--- src/rtl/counter_wb_ctrl.sv ---
// Wishbone-controlled prescaler and control block for an external counter.
// Provides tick/load/direction to the counter and a latched wrap interrupt.
module counter_wb_ctrl #(
    parameter logic [31:0] ADDR_BASE = 32'h3000_0000,
    parameter int          CNT_W     = 4,
    parameter int          PRESC_W   = 16
) (
    input  logic             wb_clk_i,
    input  logic             wb_rst_i,
    input  logic             wbs_cyc_i,
    input  logic             wbs_stb_i,
    input  logic             wbs_we_i,
    input  logic [31:0]      wbs_adr_i,
    input  logic [31:0]      wbs_dat_i,
    input  logic [3:0]       wbs_sel_i,
    output logic             wbs_ack_o,
    output logic [31:0]      wbs_dat_o,
    input  logic [CNT_W-1:0] count_i,
    output logic             tick_o,
    output logic             dir_o,
    output logic             load_o,
    output logic [CNT_W-1:0] load_val_o,
    output logic             irq_o
);

    logic               ctrl_en;
    logic               ctrl_dir;
    logic               ctrl_ien;
    logic [PRESC_W-1:0] presc;
    logic [PRESC_W-1:0] presc_cnt;
    logic               wrap;

    logic               hit;
    logic               acc;
    logic               wr;
    logic [1:0]         reg_sel;
    logic               wr_ctrl;
    logic               wr_presc;
    logic               wr_load;
    logic               clr_wrap;
    logic               due;
    logic               wrap_set;
    logic [31:0]        lane_mask;
    logic [PRESC_W-1:0] presc_next;
    logic [31:0]        rdata;
    logic               unused_bits;

    assign hit = wbs_cyc_i & wbs_stb_i
               & (wbs_adr_i[31:4] == ADDR_BASE[31:4]);
    // An access is accepted only when no ack is currently showing,
    // which enforces at most one access every two cycles.
    assign acc      = hit & ~wbs_ack_o;
    assign wr       = acc & wbs_we_i;
    assign reg_sel  = wbs_adr_i[3:2];
    assign wr_ctrl  = wr & (reg_sel == 2'd0) & wbs_sel_i[0];
    assign wr_presc = wr & (reg_sel == 2'd1);
    assign wr_load  = wr & (reg_sel == 2'd2) & wbs_sel_i[0];
    assign clr_wrap = wr & (reg_sel == 2'd3) & wbs_sel_i[1]
                    & wbs_dat_i[8];

    assign lane_mask  = {{8{wbs_sel_i[3]}}, {8{wbs_sel_i[2]}},
                         {8{wbs_sel_i[1]}}, {8{wbs_sel_i[0]}}};
    assign presc_next = (presc & ~lane_mask[PRESC_W-1:0])
                      | (wbs_dat_i[PRESC_W-1:0] & lane_mask[PRESC_W-1:0]);

    // Greater-or-equal so a lowered PRESCALE fires at once, never wraps.
    assign due = ctrl_en & (presc_cnt >= presc);

    assign wrap_set = tick_o & (ctrl_dir ? (count_i == '0) : (&count_i));

    assign dir_o = ctrl_dir;
    assign irq_o = wrap & ctrl_ien;

    assign unused_bits = ^{wbs_adr_i, wbs_dat_i, wbs_sel_i, lane_mask};

    // Read mux for the four registers.
    always_comb begin
        rdata = '0;
        unique case (reg_sel)
            2'd0: rdata[2:0] = {ctrl_ien, ctrl_dir, ctrl_en};
            2'd1: rdata[PRESC_W-1:0] = presc;
            2'd2: rdata[CNT_W-1:0] = load_val_o;
            2'd3: begin
                rdata[CNT_W-1:0] = count_i;
                rdata[8]         = wrap;
            end
        endcase
    end

    // Bus handshake: registered ack, read data only alongside ack.
    always_ff @(posedge wb_clk_i or negedge wb_rst_i) begin
        if (!wb_rst_i) begin
            wbs_ack_o <= 1'b0;
            wbs_dat_o <= '0;
        end else begin
            wbs_ack_o <= acc;
            wbs_dat_o <= (acc & ~wbs_we_i) ? rdata : '0;
        end
    end

    // Control and prescale registers.
    always_ff @(posedge wb_clk_i or negedge wb_rst_i) begin
        if (!wb_rst_i) begin
            ctrl_en  <= 1'b0;
            ctrl_dir <= 1'b0;
            ctrl_ien <= 1'b0;
            presc    <= '0;
        end else begin
            if (wr_ctrl) begin
                ctrl_en  <= wbs_dat_i[0];
                ctrl_dir <= wbs_dat_i[1];
                ctrl_ien <= wbs_dat_i[2];
            end
            if (wr_presc) begin
                presc <= presc_next;
            end
        end
    end

    // Load strobe and held load value.
    always_ff @(posedge wb_clk_i or negedge wb_rst_i) begin
        if (!wb_rst_i) begin
            load_o     <= 1'b0;
            load_val_o <= '0;
        end else begin
            load_o <= wr_load;
            if (wr_load) begin
                load_val_o <= wbs_dat_i[CNT_W-1:0];
            end
        end
    end

    // Prescaler; a coinciding load swallows the tick and restarts it.
    always_ff @(posedge wb_clk_i or negedge wb_rst_i) begin
        if (!wb_rst_i) begin
            presc_cnt <= '0;
            tick_o    <= 1'b0;
        end else if (!ctrl_en) begin
            presc_cnt <= '0;
            tick_o    <= 1'b0;
        end else if (due) begin
            presc_cnt <= '0;
            tick_o    <= ~wr_load;
        end else begin
            presc_cnt <= presc_cnt + 1'b1;
            tick_o    <= 1'b0;
        end
    end

    // Wrap flag: a new wrap beats a simultaneous clear.
    always_ff @(posedge wb_clk_i or negedge wb_rst_i) begin
        if (!wb_rst_i) begin
            wrap <= 1'b0;
        end else begin
            wrap <= wrap_set | (wrap & ~clr_wrap);
        end
    end

endmodule

--- config.mk ---
export PLATFORM = sky130hd
export DESIGN_NAME = counter_wb_ctrl
export DESIGN_NICKNAME = d
export VERILOG_FILES = /design/src/rtl/counter_wb_ctrl.sv
export SDC_FILE = /design/constraint.sdc
export NUM_CORES = 1
export LEC_CHECK = 0
export ABC_AREA = 1
export BUFFER_PORTS_ARGS = -buffer_cell sky130_fd_sc_hd__buf_2
export CAP_MARGIN = 20
export CORE_ASPECT_RATIO = 1.5
export CORE_UTILIZATION = 40
export CTS_CLUSTER_DIAMETER = 40
export CTS_CLUSTER_SIZE = 30
export DETAILED_ROUTE_END_ITERATION = 6
export PLACE_DENSITY_LB_ADDON = 0.12
export SKIP_LAST_GASP = 1
export SLEW_MARGIN = 20
export SYNTH_ARGS = -nofsm -noshare
export SYNTH_HDL_FRONTEND = slang
export SYNTH_SLANG_ARGS = --single-unit
--- constraint.sdc ---
create_clock -name wb_clk_i -period 4.6 [get_ports wb_clk_i]
set_clock_uncertainty 0.05 [all_clocks]
set_input_delay 0 -clock wb_clk_i [delete_from_list [all_inputs] [get_ports wb_clk_i]]
set_output_delay 0 -clock wb_clk_i [all_outputs]
set_load 0.03 [all_outputs]
# Yosys cells after proc, flatten, opt, wreduce, memory -nomap -nowiden
# Index checks and enable logic that the tools add are counted.
# Widths: inputs -> output; s select.
[op_classes] bitwise=26 order_cmp=1 muxes=11 add_sub_neg=1 n_reduce_logical=3 n_eq_ne=4
[ops] cell="$mux 16" n=3
[ops] cell="$and 16x16->16" n=2
[ops] cell="$eq 28x26->1 const B" n=1
[ops] cell="$and 1x1->1" n=17
[ops] cell="$add 16x1->16 const B" n=1
[ops] cell="$ge 16x16->1" n=1
[ops] cell="$not 16->16" n=1
[ops] cell="$or 16x16->16" n=1
[ops] cell="$pmux 3 s4" n=1
[ops] cell="$mux 7" n=1
[ops] cell="$eq 2x2->1 const B" n=2
[ops] cell="$logic_not 4->1" n=1
[ops] cell="$mux 4" n=1
[ops] cell="$not 1->1" n=4
[ops] cell="$reduce_and 4->1" n=1
[ops] cell="$mux 1" n=3
[ops] cell="$pmux 1 s3" n=1
[ops] cell="$eq 2x1->1 const B" n=1
[ops] cell="$logic_not 2->1" n=1
[ops] cell="$pmux 1 s2" n=1
[ops] cell="$or 1x1->1" n=1
[word_totals] register_bits=59 word_cells=57 input_bits=77

# Depth between registers and ports, before layout
# Gate-level depths: netlist of the first run.
[depth] depth_word=10 depth_mapped=13

# Worst setup path before layout of the first run
# OpenSTA, ideal clock, no wires.
[synth_timing] path_kind="register to register" from="reg presc_cnt[11]" to="reg presc_cnt[5]" required_time_ns=4.429 slack_ns=2.958 path_stages_with_launch=10 path_buffers=1 arrival_time_ns=1.471 setup_ns=0.121 path_cell_list="dfrtp_1 > ha_1 > nand2_1 > inv_1 > nand3_1 > nor3_1 > nand2_1 > nand3_2 > buf_2 > nor2_1"
[synth_via] elab_chain_cells=4
[synth_rtl] item="start: declaration" line_no="30" text="logic [PRESC_W-1:0] presc_cnt;"
[synth_rtl] item="start signal: assignment" line_no="145" text="presc_cnt <= presc_cnt + 1'b1;"
[synth_rtl] item="$ge 16x16->1" line_no="67" text="assign due = ctrl_en & (presc_cnt >= presc);"
[synth_rtl] item="$and 1x1->1" line_no="67"
[synth_rtl] item="$mux 16" line_no="141" text="end else if (due) begin"
[synth_rtl] item="$mux 16" line_no="138" text="end else if (!ctrl_en) begin"
# Every way passes these cells.
# A chain may end at the register's enable or synchronous reset.

==> results of run 1 <==
[synth_stat cells, drive strengths merged]
| cell | instances | area [µm²] |
|---|---|---|
| o22ai | 1 | 6.26 |
| a221oi | 2 | 17.5 |
| o21ai | 10 | 50.1 |
| nor3 | 14 | 95.1 |
| a41o | 1 | 10.0 |
| buf | 24 | 165 |
| a21o | 1 | 7.51 |
| a31oi | 1 | 21.3 |
| inv | 60 | 225 |
| clkbuf | 3 | 11.3 |
| nand4 | 30 | 213 |
| conb | 1 | 3.75 |
| o21bai | 2 | 15.0 |
| nand3 | 16 | 85.1 |
| o221ai | 1 | 8.76 |
| nand3b | 1 | 7.51 |
| nor2 | 64 | 250 |
| a21oi | 14 | 77.6 |
| nand2 | 119 | 454 |
| ha | 17 | 213 |
| dfrtp | 59 | 1480 |
| o211ai | 1 | 7.51 |
[worst max-delay path, delay by kind of cell, from the launching register on]
family | cells | cell delay (ns)
DFF | 1 | 0.38
buffers and inverters | 1 | 0.62
and+or+nand+nor | 7 | 1.25
[per-stage QoR]
stage | total power [mW] | instances | hold WS (ns) | utilization, % | cell area (µm²)
3_3_place_gp | 0.610 | 619 | 0.160 | 46.0 | 3850
2_1_floorplan | 0.578 | 457 | -0.346 | - | 3480
3_5_place_dp | 0.611 | 619 | 0.163 | 46.0 | 3850
4_1_cts | 1.40 | 663 | 0.0305 | 53.5 | 4470
5_1_grt | 1.43 | 663 | 0.0699 | 53.5 | 4470
6_report | 1.39 | 663 | 0.0435 | 53.5 | 4470
[kinds of logic after synthesis]
logic type | after synthesis | share of synthesized area [%]
adder cells (fa/ha/maj) | 17 | 6.22
other | 1 | 0.110
buffers and inverters | 87 | 11.7
flip-flops | 59 | 43.2
AO/OA/AOI/OAI | 34 | 6.47
AND/OR/NAND/NOR | 244 | 32.3
[what timing repair did]
| item | in CTS | in global routing |
|---|---|---|
| endpoints found under the hold margin | 85 | 0 |
| hold buffers | 28 | 0 |
| endpoints found under the setup margin | 0 | 0 |
[final cells by class]
cell class | count | area, µm² | area share (%)
Timing Repair Buffer | 110 | 693 | 15.5
Clock inverter | 5 | 100 | 2.24
Tap cell | 107 | 134 | 2.99
Sequential cell | 59 | 1480 | 33.0
Clock buffer | 11 | 243 | 5.43
Inverter | 60 | 225 | 5.04
Multi-Input combinational cell | 311 | 1600 | 35.8
[cell usage in the layout (no fill, tap or decap), types with 15 or more instances in the layout]
master         Yosys  routed
dlygate4sd3_1      0      28
inv_1             60      60
dfrtp_1           59      59
conb_1             1      16
ha_1              17      17
nand3_1           15      15
buf_2              6      81
nand2_1          118     118
nor2_1            62      62
nand4_1           26      26
[power by group through the flow]
| stage | clock network, mW | logic [mW] | registers (mW) |
|---|---|---|---|
| after global routing | 0.806 | 0.106 | 0.519 |
| final | 0.776 | 0.0957 | 0.520 |
| after CTS | 0.786 | 0.0959 | 0.520 |
| after floorplan | 0 | 0.0491 | 0.529 |
| after global placement | 0 | 0.0813 | 0.528 |
| after detailed placement | 0 | 0.0822 | 0.528 |
[worst max path at each step]
stage          slack (ns)  cells past startpoint                      to               startpoint
2_1_floorplan        2.96                      9  presc_cnt[5]$_DFF_PN0_  presc_cnt[11]$_DFF_PN0_
3_3_place_gp         2.60                      7               flip-flop             wbs_adr_i[3]
3_5_place_dp         2.60                      7               flip-flop             wbs_adr_i[3]
4_1_cts              2.29                      8               flip-flop      wbs_ack_o$_DFF_PN0_
5_1_grt              1.99                      8               flip-flop      wbs_ack_o$_DFF_PN0_
6_report             2.25                      8               flip-flop      wbs_ack_o$_DFF_PN0_
[per-layer routing]
| layer | global-route usage, % | vias up | part of all wire, % |
|---|---|---|---|
| li1 | - | 1611 | - |
| met1 | 23.1 | 1456 | 43 |
| met2 | 35.4 | 105 | 50 |
| met3 | 4.52 | 17 | 4.5 |
| met4 | 9.94 | 0 | 2.5 |
| met5 | 0 | - | 0 |
==> results_dict.tcl, run 1 <==
set metrics [dict create \
    status "completed" \
    synth_cell_types 33 \
    cts_setup_buffers 0 \
    ctsRootBufferMaster "clkbuf_16" \
    pre_cts_ws_ns 2.60 \
    p_seq_share_pct 37.4 \
    num_vias 3189 \
    dieArea_um2 8930 \
    power_density_nw_per_um2 311 \
    slew_headroom_pct 40.5 \
    endpoint_kind "flip-flop" \
    drtIter0Drc 166 \
    fillers 817 \
    grt_pass1_vias 3031 \
    min_path_cells 6 \
    final_nets 645 \
    clkSlewWorstSetupHoldPaths_ns 0.05 \
    slew_viol_final 0 \
    cp.arrival_ns 2.57 \
    hold_start "wbs_adr_i[6]" \
    diodes 0 \
    port_buffers 81 \
    cts.sinks 59 \
    area_delta_synth_final_pct 30.7 \
    synth-seq-cells 59 \
    switchingPower_uw 296 \
    grt_remaining_overflow 0 \
    ir_drop_mv 0.198 \
    power.share.clock_pct 55.8 \
    path_max_fanout 23 \
    ant_nets 0 \
    fmax_mhz 425 \
    p_comb_share_pct 6.9 \
    yosys_warnings 0 \
    avgSynthCellArea_um2 7.74 \
    crit_path_frequent_cell "nand2_1" \
    tightestPinTransition_ns 0.891 \
    worstPathCellList "nor2_1, nand2_1, nor2_1, nand2_1, nor2_2, nand4_1, dlygate4sd3_1, nand2_1" \
    route.detailed.drc 0 \
    min_to "wbs_ack_o$_DFF_PN0_" \
    critical_path_class "reg2reg" \
    antenna_found_initial 0 \
    worst_slack_ns 2.25 \
    internal_power_mw 1.10 \
    fin_crit_sh_pct 51.1 \
    die_w_um 77.5 \
    clk_latency_ns 0.33 \
    cts_tree "done" \
    ff2ff_path_depth 8 \
    first_pass_iters 4 \
    critPathSlowestCell "nor2_2" \
    reg2reg_setup_slack_ns 2.25 \
    setup_viol 0 \
    worst-endpoint-required_ns 4.82 \
    setup_tns_ns 0 \
    row_count 41 \
    grt_pass1_wl_um 14000 \
    timing.rr.start "wbs_ack_o$_DFF_PN0_" \
    drive_gt1_share_pct 20.3 \
    max_stage_delay_ns 0.68 \
    htreeDepth 3 \
    gp_congestion 0.815 \
    leakagePower_nw 2.38 \
    track_usage_pct 20.2 \
    finalWorstPathRequiredPeriod_ns 2.35 \
    finalHoldViolCount 0 \
    post_cts_resized 0 \
    ioPinCount 118 \
    dp_hpwl_um 6080 \
    hold_path_class "in2reg" \
    start_util_pct 40.9 \
    cap_violations 0 \
    viasPerCell 4.81 \
    netlist_instances 442 \
    rsz0062_at_grt "no" \
    seq_area_frac_synth_pct 43.2 \
    routedWlPerCell_um 12.8 \
    cp-start-kind "flip-flop" \
    grt_max_degree 60 \
    core_area_um2 8360 \
    die_h_um 115 \
    cts_buffers 9 \
    sw_frac_of_total_pct 21.3 \
    cts_buffer_depth 2 \
    syn_area_um2 3420 \
    routed_wl_um 8490 \
]
No activity file was read; power rests on OpenSTA's default activity.
==> run 2: changes to the inputs <==
--- a/config.mk
+++ b/config.mk
@@ -5,7 +5,7 @@
 export SDC_FILE = /design/constraint.sdc
 export NUM_CORES = 1
 export LEC_CHECK = 0
-export ABC_AREA = 1
+export ABC_AREA = 0
 export BUFFER_PORTS_ARGS = -buffer_cell sky130_fd_sc_hd__buf_2
 export CAP_MARGIN = 20
 export CORE_ASPECT_RATIO = 1.5
==> constraint.sdc (replaced) <==
create_clock -name wb_clk_i -period 1.95 [get_ports wb_clk_i]
set_clock_uncertainty 0.05 [all_clocks]
set_input_delay 0 -clock wb_clk_i [delete_from_list [all_inputs] [get_ports wb_clk_i]]
set_output_delay 0 -clock wb_clk_i [all_outputs]
set_load 0.03 [all_outputs]
==> results_dict.tcl, run 2 <==
set metrics [dict create \
    grt_max_degree 44 \
    avgSynthCellArea_um2 11.1 \
    route.detailed.drc 0 \
    synth-edff-count 0 \
    final_cell_mix "81 x buf_2, 58 x dfrtp_1, 30 x buf_4" \
    cp.arrival_ns 2.29 \
    reg2reg_setup_slack_ns -0.15 \
    power_density_nw_per_um2 610 \
    routed_wl_um 7570 \
    htreeDepth 3 \
    fillers 621 \
    gp_congestion 0.763 \
    hold_start "count_i[3]" \
    ctsRootBufferMaster "clkbuf_8" \
    worstPathCellList "nor4_2, nand2_1, or4_4, nor4b_4, buf_4, mux2_2" \
    start_util_pct 41.7 \
    cts_buffers 9 \
    min_path_cells 4 \
    finalPower_mw 2.71 \
    cts.sinks 59 \
    routedWlPerCell_um 14.6 \
    port_buffers 81 \
    yosysTopAreaCell "dfrtp_1" \
    cts_tree "done" \
    critPathSlowestCell "or4_4" \
    timing.rr.start "wbs_ack_o$_DFF_PN0_" \
    place_inst 467 \
    ys_async_sr_fraction_pct 100 \
    grt_pass1_wl_um 11500 \
    drive_gt1_share_pct 46.3 \
    synth_top_area_share_pct 48.6 \
    pre_cts_ws_ns -0.287 \
    drtIter0Drc 83 \
    place_area_um2 3710 \
    final_common_cell "buf_2" \
    finalHoldViolCount 0 \
    core_area_um2 7270 \
    status "complete, but fails checks" \
    wl_met1_um 3170 \
    holdWs_ns 0.0247 \
    clk_latency_ns 0.35 \
    cap_violations 0 \
    fmax_mhz 476 \
    wl_met2_um 4050 \
    finalWorstPathRequiredPeriod_ns 2.10 \
    startpoint "wbs_ack_o$_DFF_PN0_" \
    die_w_um 73.1 \
    cp-start-kind "flip-flop" \
    row_count 38 \
    seq_area_frac_synth_pct 48.6 \
    dieArea_um2 7950 \
    antenna_found_initial 0 \
    synthFlopType "dfrtp_1" \
    netlist_instances 273 \
    hold_path_class "in2reg" \
    wl_met3_um 212 \
    track_usage_pct 19.6 \
    die_h_um 109 \
    ioPinCount 118 \
    stdcell_count 517 \
    synth_cell_types 40 \
    final_nets 506 \
    endpoint_kind "flip-flop" \
    dp_hpwl_um 5140 \
    synth-seq-cells 59 \
    syn_area_um2 3040 \
    diodes 0 \
    violations "setup timing" \
    ir_drop_mv 0.455 \
    final_area_um2 4450 \
    area_delta_synth_final_pct 46.6 \
    synth_common_cells "59 x dfrtp_1, 24 x mux2_2, 23 x nor2_1" \
    num_vias 2501 \
    critical_path_class "reg2reg" \
    slew_viol_final 0 \
    clkSlewWorstSetupHoldPaths_ns 0.07 \
    fin_crit_sh_pct 108 \
    synth_most_common_cell "dfrtp_1" \
    ant_nets 0 \
    first_pass_iters 4 \
    cts_buffer_depth 2 \
    ff2ff_path_depth 6 \
    setup_tns_ns -1.72 \
    worst_slack_ns -0.149 \
    max_stage_delay_ns 0.58 \
    leakagePower_nw 2.15 \
    setup_viol 23 \
    rsz0062_at_grt "yes" \
    synth.area.top_cells "dfrtp_1 49%, mux2_2 8.9%, ha_1 7.0%, buf_4 4.0%, nor4_1 3.9%" \
    viasPerCell 4.84 \
    grt_pass1_vias 2455 \
    grt_remaining_overflow 0 \
    final_util_pct 61.2 \
    path_max_fanout 6 \
    worst-endpoint-required_ns 2.14 \
    yosys_warnings 0 \
    highest_layer "met4" \
]
## run 2: path summary, 6_finish.rpt
kind | end
setup reg to reg | load_val_o[1]$_DFFE_PN0P_
min in group asynchronous | presc_cnt[14]$_DFF_PN0_
hold / removal | wrap$_DFF_PN0_
max in group asynchronous | presc_cnt[6]$_DFF_PN0_
hold reg to reg | flip-flop
setup / recovery | load_val_o[1]$_DFFE_PN0P_
## run 2: logic make-up (layout without fill, tap and decap cells)
family                   count (synthesis)  after routing  share of synthesized area [%]
buffers and inverters                   44            173                           7.66
AO/OA/AOI/OAI                           20             20                           4.12
adder cells (fa/ha/maj)                 17             17                           7.00
other                                    1             16                          0.123
flip-flops                              59             59                           48.6
XOR/XNOR                                14             14                           4.04
AND/OR/NAND/NOR                         90             90                           17.0
multiplexers                            28             28                           11.5
## run 2: metal layers
layer	vias up	GRT usage [%]
met2	52	32.7
met3	9	3.97
met4	0	10.1
li1	1204	-
met5	-	0
met1	1236	23.5
## run 2: repair_timing
action,4_1_cts,5_1_grt
hold buffers,21,0
gates resized for setup,8,42
setup endpoints to repair,46,47
pin swaps,0,19
cloned,0,1
endpoints found under the hold margin,95,0
buffers inserted,0,13
## run 2: final cells by class
| cell class | instances | area (µm²) | area share, % |
|---|---|---|---|
| inverters | 21 | 78.8 | 1.77 |
| clock inverters | 5 | 75.1 | 1.69 |
| flip-flops and latches | 59 | 1480 | 33.2 |
| repair buffers | 136 | 912 | 20.5 |
| multi-input cells | 185 | 1630 | 36.6 |
| clock buffers | 11 | 151 | 3.40 |
| well taps | 100 | 125 | 2.81 |
## run 2: report_power, final
part / internal [mW] / total, mW / switching [mW]
registers: 1.22 / 1.22 / 0.00000000183
logic: 0.0866 / 0.206 / 0.119
clock network: 0.782 / 1.29 / 0.503
total: 2.09 / 2.71 / 0.623
## run 2: critical path: cells and delay by family, from the launching register on
family | cells | cell delay, ns
buf+inv | 1 | 0.18
mux | 1 | 0.33
flops | 1 | 0.40
simple gates | 4 | 1.02
==> run 3: changes to the inputs <==
--- a/config.mk
+++ b/config.mk
@@ -13,7 +13,7 @@
 export CTS_CLUSTER_DIAMETER = 40
 export CTS_CLUSTER_SIZE = 30
 export DETAILED_ROUTE_END_ITERATION = 6
-export PLACE_DENSITY_LB_ADDON = 0.12
+export PLACE_DENSITY = 0.7
 export SKIP_LAST_GASP = 1
 export SLEW_MARGIN = 20
 export SYNTH_ARGS = -nofsm -noshare
==> results_dict.tcl, run 3 (synthesis results as in run 2) <==
set metrics [dict create \
    status "complete, but fails checks" \
    violations "setup timing" \
    cts_buffer_depth 2 \
    grt_pass1_vias 2519 \
    start_util_pct 41.7 \
    fmax_mhz 469 \
    grt_pass1_wl_um 11800 \
    ant_nets 0 \
    worst_slack_ns -0.182 \
    num_vias 2537 \
    die_w_um 73.1 \
    seq_area_um2 1480 \
    cts_buffers 9 \
    die_h_um 109 \
    ir_drop_mv 0.333 \
    first_pass_iters 4 \
    diodes 0 \
    grt_max_degree 60 \
    power_density_nw_per_um2 537 \
    grt_remaining_overflow 0 \
    ioPinCount 118 \
    routed_wl_um 8130 \
    cts_tree "done" \
    final_nets 501 \
    endpoint_kind "flip-flop" \
    route.detailed.drc 0 \
    clk_latency_ns 0.34 \
    worst-endpoint-required_ns 2.12 \
    area_delta_synth_final_pct 47.8 \
    drive_gt1_share_pct 47.8 \
    rsz0062_at_grt "yes" \
    place_area_um2 3670 \
    core_area_um2 7270 \
    final_util_pct 61.7 \
    dp_hpwl_um 5200 \
    place_inst 463 \
    pre_cts_ws_ns -0.325 \
    cp.arrival_ns 2.30 \
    setup_viol 41 \
    slew_viol_final 0 \
    cts.sinks 59 \
    fin_crit_sh_pct 109 \
    stdcell_count 512 \
    clkSlewWorstSetupHoldPaths_ns 0.06 \
    fillers 554 \
    gp_congestion 0.802 \
    holdWs_ns 0.0431 \
    final_cell_mix "81 x buf_2, 54 x dfrtp_1, 23 x buf_4" \
    path_max_fanout 8 \
    viasPerCell 4.96 \
    routedWlPerCell_um 15.9 \
    critical_path_class "reg2reg" \
    multi_input_comb_area_um2 1730 \
    ctsRootBufferMaster "clkbuf_8" \
    leakagePower_nw 2.11 \
    final_area_um2 4490 \
    drtIter0Drc 142 \
    dieArea_um2 7950 \
    row_count 38 \
    hold_path_class "in2reg" \
    port_buffers 81 \
    final_common_cell "buf_2" \
    htreeDepth 3 \
    track_usage_pct 20.0 \
    finalHoldViolCount 0 \
    cp-start-kind "flip-flop" \
    cap_violations 0 \
    finalWorstPathRequiredPeriod_ns 2.13 \
    antenna_found_initial 0 \
]
## run 3: cell types whose count changed in the layout (fill, tap and decap cells not counted), moves of 5 or more
cell	change
nor2_2	-5
buf_4	-7
nor2_4	+9
mux2_4	+5
mux2_2	-5
## run 3: through the flow
stage	setup TNS (ns)	total power, mW
2_1_floorplan	-6.51	1.34
3_3_place_gp	-5.95	1.42
3_5_place_dp	-6.35	1.42
4_1_cts	-4.71	2.42
5_1_grt	-6.10	2.52
6_report	-3.26	2.41
## run 3: final timing paths
kind                       slack, ns                        end  cells past startpoint                 from
setup / recovery               -0.18  load_val_o[1]$_DFFE_PN0P_                      7  wbs_ack_o$_DFF_PN0_
hold / removal                  0.04             wrap$_DFF_PN0_                      4           count_i[3]
setup reg to reg               -0.18  load_val_o[1]$_DFFE_PN0P_                      7  wbs_ack_o$_DFF_PN0_
hold reg to reg                 0.47                  flip-flop                      1            flip-flop
max in group asynchronous       1.44        wbs_ack_o$_DFF_PN0_                      3             wb_rst_i
min in group asynchronous       0.15    presc_cnt[13]$_DFF_PN0_                      3             wb_rst_i
## run 3: where the power goes
group | total (mW) | switching (mW) | internal (mW)
Clock | 0.980 | 0.452 | 0.527
Combinational | 0.208 | 0.123 | 0.0846
Sequential | 1.22 | 0.00000000183 | 1.22
Total | 2.41 | 0.576 | 1.84
## run 3: critical path: stages, from the launching register on
cell and delay, ns:
dfrtp_2 0.40, nor4_2 0.13, nand2_1 0.08, or4_4 0.50, buf_12 0.17, nor4b_4 0.21, buf_6 0.17, mux2_4 0.31
## run 3: layer usage
layer	global-route usage, %	routed length [µm]
met5	0	0
met1	21.8	3070
met2	35.3	4330
met3	5.27	448
met4	9.94	290
## run 3: repair_timing
| action | CTS | global route |
|---|---|---|
| hold buffers | 19 | 0 |
| endpoints found under the setup margin | 48 | 50 |
| setup buffers | 3 | 10 |
| cloned | 1 | 0 |
| pin swaps | 4 | 16 |
| hold endpoints to repair | 93 | 0 |
| resized for setup | 15 | 65 |
## run 3: area by class of cell
class | count | share of cell area (%)
flip-flops and latches | 59 | 33.0
clock inverters | 2 | 0.223
multi-input cells | 185 | 38.5
well taps | 100 | 2.79
repair buffers | 131 | 20.1
clock buffers | 14 | 3.62
inverters | 21 | 1.76
